## src/rtl/uart_rx_module_pkg.sv

```systemverilog
// uart_rx_module_pkg
// Shared UART definitions for the receive path (and reusable by the transmit
// path): oversample rate, default tick divider, frame width and the receiver
// state encoding.
// No ports; import with `import uart_rx_module_pkg::*;`.
package uart_rx_module_pkg;

  // 16 oversample ticks per bit; the middle of a bit is 8 ticks in.
  localparam int OVS_RATE        = 16;
  localparam int OVS_MID         = OVS_RATE / 2;

  // 50 MHz clock / (115200 baud * 16) ~= 27 clk per oversample tick.
  localparam int DEFAULT_OVS_DIV = 27;

  localparam int UART_DATA_BITS  = 8;

  typedef enum logic [2:0] {
    ST_IDLE      = 3'd0,
    ST_START     = 3'd1,
    ST_DATA      = 3'd2,
    ST_STOP      = 3'd3,
    ST_WAIT_HIGH = 3'd4
  } uart_rx_state_e;

endpackage

```

## src/rtl/uart_rx_module_baud_tick.sv

```systemverilog
// uart_baud_tick
// Oversample tick generator. It counts 0..OVS_DIV-1 and raises tick for one
// clk while the count sits at OVS_DIV-1. clr restarts the count at 0 so that
// the receiver can align tick phase to a detected start edge.
// Ports:
//   clk  - system clock
//   rst  - asynchronous active-high reset
//   clr  - synchronous counter clear
//   tick - one-clk pulse every OVS_DIV clk
module uart_baud_tick
  import uart_rx_module_pkg::*;
#(
  parameter int OVS_DIV = DEFAULT_OVS_DIV
) (
  input  logic clk,
  input  logic rst,
  input  logic clr,
  output logic tick
);

  localparam int            CW   = (OVS_DIV > 1) ? $clog2(OVS_DIV) : 1;
  localparam logic [CW-1:0] LAST = CW'(OVS_DIV - 1);

  logic [CW-1:0] cnt;

  always_ff @(posedge clk or posedge rst) begin
    if (rst) begin
      cnt <= '0;
    end else if (clr || (cnt == LAST)) begin
      cnt <= '0;
    end else begin
      cnt <= cnt + 1'b1;
    end
  end

  // Not gated by clr: the receiver asserts clr in the same cycle it consumes
  // a tick, and gating here would form a combinational loop.
  assign tick = (cnt == LAST);

endmodule

```

## src/rtl/uart_rx_module.sv

```systemverilog
// uart_rx_module
// 8N1 UART receiver with 16x oversampling. The line is synchronised, a
// falling edge starts a frame, the start bit is re-checked at mid-bit (glitch
// rejection), then each data bit and the stop bit are sampled mid-bit.
// Ports:
//   clk       - system clock, all state on rising edge
//   rst       - asynchronous active-high reset
//   rx        - serial line, idle high, asynchronous to clk
//   data_out  - last correctly framed byte (LSB received first)
//   valid     - one-clk pulse, data_out updated in this cycle
//   frame_err - one-clk pulse, stop bit sampled low
//   busy      - high in every state except IDLE
//   state_dbg - current receiver state encoding
module uart_rx_module
  import uart_rx_module_pkg::*;
#(
  parameter int OVS_DIV   = DEFAULT_OVS_DIV,
  parameter int DATA_BITS = UART_DATA_BITS
) (
  input  logic       clk,
  input  logic       rst,
  input  logic       rx,
  output logic [7:0] data_out,
  output logic       valid,
  output logic       frame_err,
  output logic       busy,
  output logic [2:0] state_dbg
);

  localparam logic [3:0] MID_TICK  = 4'(OVS_MID - 1);
  localparam logic [3:0] LAST_TICK = 4'(OVS_RATE - 1);
  localparam logic [2:0] LAST_BIT  = 3'(DATA_BITS - 1);

  uart_rx_state_e state, state_next;

  logic       rx_m, rx_s;
  logic       tick, clr;
  logic [3:0] ovs_cnt;
  logic [2:0] bit_cnt;
  logic [7:0] shift_reg;

  logic ovs_clr, sample_bit, load_data, set_ferr;

  // Two-flop synchroniser; resets to the idle line level.
  always_ff @(posedge clk or posedge rst) begin
    if (rst) begin
      rx_m <= 1'b1;
      rx_s <= 1'b1;
    end else begin
      rx_m <= rx;
      rx_s <= rx_m;
    end
  end

  uart_baud_tick #(.OVS_DIV(OVS_DIV)) u_tick (
    .clk  (clk),
    .rst  (rst),
    .clr  (clr),
    .tick (tick)
  );

  always_ff @(posedge clk or posedge rst) begin
    if (rst) begin
      state <= ST_IDLE;
    end else begin
      state <= state_next;
    end
  end

  always_comb begin
    state_next = state;
    clr        = 1'b0;
    ovs_clr    = 1'b0;
    sample_bit = 1'b0;
    load_data  = 1'b0;
    set_ferr   = 1'b0;
    case (state)
      ST_IDLE: begin
        if (!rx_s) begin
          state_next = ST_START;
          clr        = 1'b1;
          ovs_clr    = 1'b1;
        end
      end
      ST_START: begin
        // Mid start bit: re-aligning the counters here makes every later
        // 16th tick land mid-bit.
        if (tick && (ovs_cnt == MID_TICK)) begin
          clr        = 1'b1;
          ovs_clr    = 1'b1;
          state_next = rx_s ? ST_IDLE : ST_DATA;
        end
      end
      ST_DATA: begin
        if (tick && (ovs_cnt == LAST_TICK)) begin
          sample_bit = 1'b1;
          if (bit_cnt == LAST_BIT) begin
            state_next = ST_STOP;
          end
        end
      end
      ST_STOP: begin
        if (tick && (ovs_cnt == LAST_TICK)) begin
          if (rx_s) begin
            load_data  = 1'b1;
            state_next = ST_IDLE;
          end else begin
            set_ferr   = 1'b1;
            state_next = ST_WAIT_HIGH;
          end
        end
      end
      ST_WAIT_HIGH: begin
        // A line held low (break) must not be taken as a new start bit.
        if (rx_s) begin
          state_next = ST_IDLE;
        end
      end
      default: state_next = ST_IDLE;
    endcase
  end

  // Datapath registers. ovs_cnt wraps 15->0 and bit_cnt 7->0 on their own,
  // so no explicit clear is needed between bits or at frame end.
  always_ff @(posedge clk or posedge rst) begin
    if (rst) begin
      ovs_cnt   <= '0;
      bit_cnt   <= '0;
      shift_reg <= '0;
      data_out  <= '0;
      valid     <= 1'b0;
      frame_err <= 1'b0;
    end else begin
      if (ovs_clr) begin
        ovs_cnt <= '0;
        bit_cnt <= '0;
      end else begin
        if (tick && (state != ST_IDLE)) begin
          ovs_cnt <= ovs_cnt + 1'b1;
        end
        if (sample_bit) begin
          bit_cnt <= bit_cnt + 1'b1;
        end
      end
      if (sample_bit) begin
        // LSB arrives first, so new bits enter at the MSB and shift right.
        shift_reg <= {rx_s, shift_reg[7:1]};
      end
      if (load_data) begin
        data_out <= shift_reg;
      end
      valid     <= load_data;
      frame_err <= set_ferr;
    end
  end

  assign busy      = (state != ST_IDLE);
  assign state_dbg = state;

endmodule

```

## config.mk

```make
export PLATFORM = sky130hd
export DESIGN_NAME = uart_rx_module
export DESIGN_NICKNAME = d
export VERILOG_FILES = /design/src/rtl/uart_rx_module_pkg.sv /design/src/rtl/uart_rx_module_baud_tick.sv /design/src/rtl/uart_rx_module.sv
export SDC_FILE = /design/constraint.sdc
export NUM_CORES = 1
export LEC_CHECK = 0
export CORE_MARGIN = 3
export CORE_UTILIZATION = 50
export DETAILED_ROUTE_END_ITERATION = 7
export DONT_BUFFER_PORTS = 1
export GPL_TIMING_DRIVEN = 1
export PLACE_DENSITY = 0.63
export SLEW_MARGIN = 0
export SYNTH_ARGS = -nofsm -noshare
export SYNTH_HDL_FRONTEND = slang
export SYNTH_SLANG_ARGS = --single-unit
```

## constraint.sdc

```tcl
create_clock -name clk -period 3.9 [get_ports clk]
set_input_delay 0.39 -clock clk [delete_from_list [all_inputs] [get_ports clk]]
set_output_delay 0.39 -clock clk [all_outputs]
set_load 0.02 [all_outputs]
```

==> results of run 1 <==
stage by stage:
stage	instances	hold slack, ns	total power [mW]	cell area, sq um
floorplan	126	0.345	0.379	1560
global placement	153	0.348	0.382	1580
detailed placement	153	0.350	0.382	1580
CTS	160	0.0203	0.584	1630
global route	160	0.0138	0.601	1630
finish	160	0.0273	0.573	1630
how the worst max path moves through the flow:
stage / startpoint / to / slack (ns) / depth (start not counted)
global placement: u_tick.cnt[0] / shift_reg[6] / 1.65 / 5
finish: u_tick.cnt[0] / shift_reg[7] / 1.60 / 5
global route: state_dbg[1] / shift_reg[7] / 1.40 / 3
CTS: u_tick.cnt[0] / shift_reg[6] / 1.59 / 5
detailed placement: u_tick.cnt[0] / shift_reg[0] / 1.60 / 5
floorplan: u_tick.cnt[0] / shift_reg[0] / 2.18 / 6
report_power, final:
part | internal, mW | switching, mW
clock network | 0.0835 | 0.115
logic | 0.00104 | 0.00703
registers | 0.365 | 0.00177
total | 0.449 | 0.124
cells in the mapped netlist, drive strengths merged:
cell type,n
a21oi,2
a22oi,2
nand4b,2
or3,1
inv,7
o2bb2ai,1
and3,1
a311oi,1
dfstp,2
nor4,1
nand3,6
nand4,2
mux2,16
and2,1
nor2,15
dfrtp,33
nand2,1
nor2b,1
xnor2,4
a211oi,2
ha,5
and4b,1
xor2,3
buf,4
a31oi,2
o21ai,4
o22a,1
clkbuf,1
nor3,4
metal layers:
metal	vias up	share of wire (%)	GRT usage, %
met3	6	6.0	6.40
met2	24	45	23.6
li1	447	-	-
met5	-	0	0
met4	0	2.6	10.3
met1	471	46	20.7
cells by family (layout without fill, tap and decap cells):
kind of cell	Yosys count	after routing	synth area share [%]
and+or+nand+nor	36	36	14.1
DFF	35	35	56.4
muxes	16	16	11.6
AOI/OAI and AO/OA	15	15	6.59
adders and majority gates	5	5	4.02
xor gates and xnor gates	7	7	3.94
buffers and inverters	12	15	3.37
layout make-up:
type,instances,area [sq um]
clock inverters,1,5.00
repair buffers,1,7.51
well taps,31,38.8
flip-flops and latches,35,878
multi-input cells,79,627
fillers,238,1220
inverters,7,26.3
clock buffers,6,51.3
==> flow_summary.toml, run 1 <==
[floorplanning]
start_util_pct = 54.6
io_pins = 17
fp.dieW_microns = 61.8
die_area_sq_um = 3820
coreArea_sq_um = 2850
fp-row-count = 19
fp.dieH_microns = 61.8

[synthesis]
synth.avg_cell_area_sq_um = 12.4
synthCells = 126
yosys-top-cells-area = "dfrtp_1 53%, mux2_2 12%, ha_1 4.0%"
synth_top_area_cell = "dfrtp_1"
ys_seq_area_share_pct = 56.4
synth_warnings = 0
synth.distinct_cells = 33
synth_top_cell_area_share_pct = 53.0
syn_area_sq_um = 1560
syn_nets = 134
ys_ff_latch = 35

[cts]
cts_tree = "yes"
clk_path_buf_depth = 2
cts_root_buffer = "clkbuf_4"
worstSkewPairLatency_ns = 0.33
cts_buffers = 5
postCtsHoldBufs = 0
cts_setup_buffers = 0
cts_resized = 0
cts_sinks = 35
clkTransAtPathRegs_ns = 0.10
htreeDepth = 2

[layout]
area_delta_synth_final_pct = 4.90
final_common_cell = "dfrtp_1"
post-route-util_pct = 57.3
drive_gt1_share_pct = 24.0
mostFrequentLayoutCells = "33 x dfrtp_1, 16 x mux2_2, 15 x nor2_1"
final_net_count = 137
antenna_cells = 0

[sta]
worstMarginPinSlew_ns = 1.08
finalSetupViolCount = 0
rsz0062_at_grt = "false"
setup_tns_ns = 0
finalWorstSetupSlack_ns = 1.60
skew_ns = 0.00548
period_needed_ns = 2.30
finalMaxSlewViolations = 0
finalCritPeriodShare_pct = 58.9
fmax_ghz = 0.436
max_slew_margin_pct = 27.7
finalHoldViolCount = 0

[power]
p_per_area_nw_per_um2 = 351
vdd_drop_max_v = 0.000227
p_leak_nw = 0.763

[worst_setup_path]
slowest_stage = "nor4_2"
slowest_delay_ns = 0.91
reg2reg_depth = 5
cp.required_ns = 4.12
crit_fanout = 11
cp-start-kind = "register"
endpoint_kind = "register"
rr_startpoint = "u_tick.cnt[0]"
path_cells = "inv_1, ha_1, nand4b_4, nor4_2, mux2_2"
cp_top_family = "simple AND/OR/NAND/NOR gates"
rrSetupSlack_ns = 1.60
cp_num_buf_inv = 1
r2r-end = "shift_reg[7]"
arrival_ns = 2.52
critPathKind = "register to register"

[detailed_routing]
dr.pass1.iters = 4
ant_nets = 0
drc = 0
num_vias = 948
viasPerCell = 5.93
drt-initial-drc-count = 47
routed_wl_microns = 2500
wl_per_cell_microns = 15.6

[status]
outcome = "finished clean"

[grt]
track_usage_pct = 16.5
grt_max_degree = 36
grt_pass1_wl_microns = 4490
first_global_vias = 978
antenna_found_initial = 0
gr-total-overflow = 0

[place]
port_buffers = 0
hpwl_microns = 1690
post-place-ws_ns = 1.60
gp_congestion = 0.800

[job]
cap_violations = 0

[hold_path]
hold_path.class = "input port to asynchronous set/reset pin"
Note: power is estimated with default switching activity, not from simulation.
==> inputs of run 2 (changes only) <==
- PLACE_DENSITY: 0.63 -> 0.66
- clock period: 3.9 -> 2.02 ns (I/O delays scaled with it)
==> flow_summary.toml, run 2 (synthesis results as in run 1) <==
[status]
outcome = "finished clean"

[layout]
nFillCells = 241
final_common_cell = "dfrtp_1"
ff_latch_area_sq_um = 878
final_net_count = 143
mostFrequentLayoutCells = "33 x dfrtp_1, 16 x mux2_2, 15 x nor2_1"
area_delta_synth_final_pct = 8.67
multi_input_area_sq_um = 632
stdcell_area_sq_um = 1690
drive_gt1_share_pct = 26.5
antenna_cells = 0
post-route-util_pct = 59.3

[sta]
skew_ns = 0.00865
timing.hold.ws_ns = 0.356
finalCritPeriodShare_pct = 90.7
finalHoldViolCount = 0
max_slew_margin_pct = 64.6
rsz0062_at_grt = "false"
finalSetupViolCount = 0
finalMaxSlewViolations = 0
worstMarginPinSlew_ns = 0.531
setup_tns_ns = 0
fmax_ghz = 0.546
period_needed_ns = 1.83

[worst_setup_path]
slowest_delay_ns = 0.42
cp_num_buf_inv = 2
arrival_ns = 2.06
cp_top_family = "simple AND/OR/NAND/NOR gates"
cp.required_ns = 2.25
slowest_stage = "dfrtp_1"
critPathKind = "register to register"
cp-start-kind = "register"
path_cells = "inv_1, ha_1, nand4b_4, nor4_2, buf_4, mux2_2"
endpoint_kind = "register"
crit_fanout = 11

[floorplanning]
die_area_sq_um = 3820
fp-row-count = 19
io_pins = 17
fp.dieH_microns = 61.8
start_util_pct = 54.6
coreArea_sq_um = 2850
fp.dieW_microns = 61.8

[cts]
htreeDepth = 2
worstSkewPairLatency_ns = 0.34
clk_path_buf_depth = 2
cts_buffers = 5
cts_root_buffer = "clkbuf_4"
clkTransAtPathRegs_ns = 0.10
cts_sinks = 35
cts_tree = "yes"

[detailed_routing]
drc = 0
routed_wl_microns = 2670
ant_nets = 0
viasPerCell = 5.90
drt-initial-drc-count = 48
wl_per_cell_microns = 16.0
num_vias = 986
dr.pass1.iters = 4

[power]
p_per_area_nw_per_um2 = 661
vdd_drop_max_v = 0.000336
p_leak_nw = 0.793
finalPower_mw = 1.12

[hold_path]
hold_path.class = "register to register"

[grt]
track_usage_pct = 16.6
gr-total-overflow = 0
grt_max_degree = 36
first_global_vias = 975
antenna_found_initial = 0
grt_pass1_wl_microns = 4440

[place]
gp_congestion = 0.741
dpl_cell_area_sq_um = 1610
hpwl_microns = 1840
port_buffers = 0

[job]
cap_violations = 0
## run 2: cell types whose count changed in the layout (fill, tap and decap cells not counted), sizes merged
cell	change
dlygate4sd3	+2
clkbuf	+1
buf	+4
## run 2: layer usage
| layer | vias up | GRT usage [%] | share of wire [%] |
|---|---|---|---|
| met4 | 0 | 10.9 | 2.7 |
| met1 | 486 | 20.3 | 44 |
| met5 | - | 0 | 0 |
| met2 | 28 | 25.1 | 47 |
| li1 | 465 | - | - |
| met3 | 7 | 5.37 | 6.0 |
## run 2: metrics by stage
step | cells | setup slack [ns]
floorplan | 126 | 0.297
global placement | 157 | 0.227
detailed placement | 157 | 0.190
CTS | 167 | 0.119
global route | 167 | 0.0800
finish | 167 | 0.188
## run 2: what timing repair did
action,4_1_cts,5_1_grt
resized for setup,0,1
hold buffers,2,0
endpoints found under the hold margin,34,0
buffers inserted,0,0
endpoints found under the setup margin,0,1
## run 2: cell type report
cell class	count	area share, %
flip-flops and latches	35	51.9
multi-input cells	79	37.3
repair buffers	7	3.40
clock buffers	7	3.25
well taps	31	2.29
inverters	7	1.55
clock inverters	1	0.296
## run 2: final timing paths
check                                      to  cells after the start          start  slack [ns]
max in group asynchronous                rx_s                      3            rst        1.30
worst min-delay path                     rx_s                      0           rx_m        0.36
worst max-delay path             shift_reg[6]                      6  u_tick.cnt[0]        0.19
worst min register to register           rx_s                      0           rx_m        0.36
min in group asynchronous       u_tick.cnt[3]                      3            rst        0.38
worst max register to register   shift_reg[6]                      6  u_tick.cnt[0]        0.19
## run 2: where the power goes
part | total, mW | leakage [nW] | internal [mW] | switching, mW
logic | 0.0188 | 0.300 | 0.00454 | 0.0142
registers | 0.708 | 0.457 | 0.704 | 0.00367
clock network | 0.393 | 0.0353 | 0.169 | 0.224
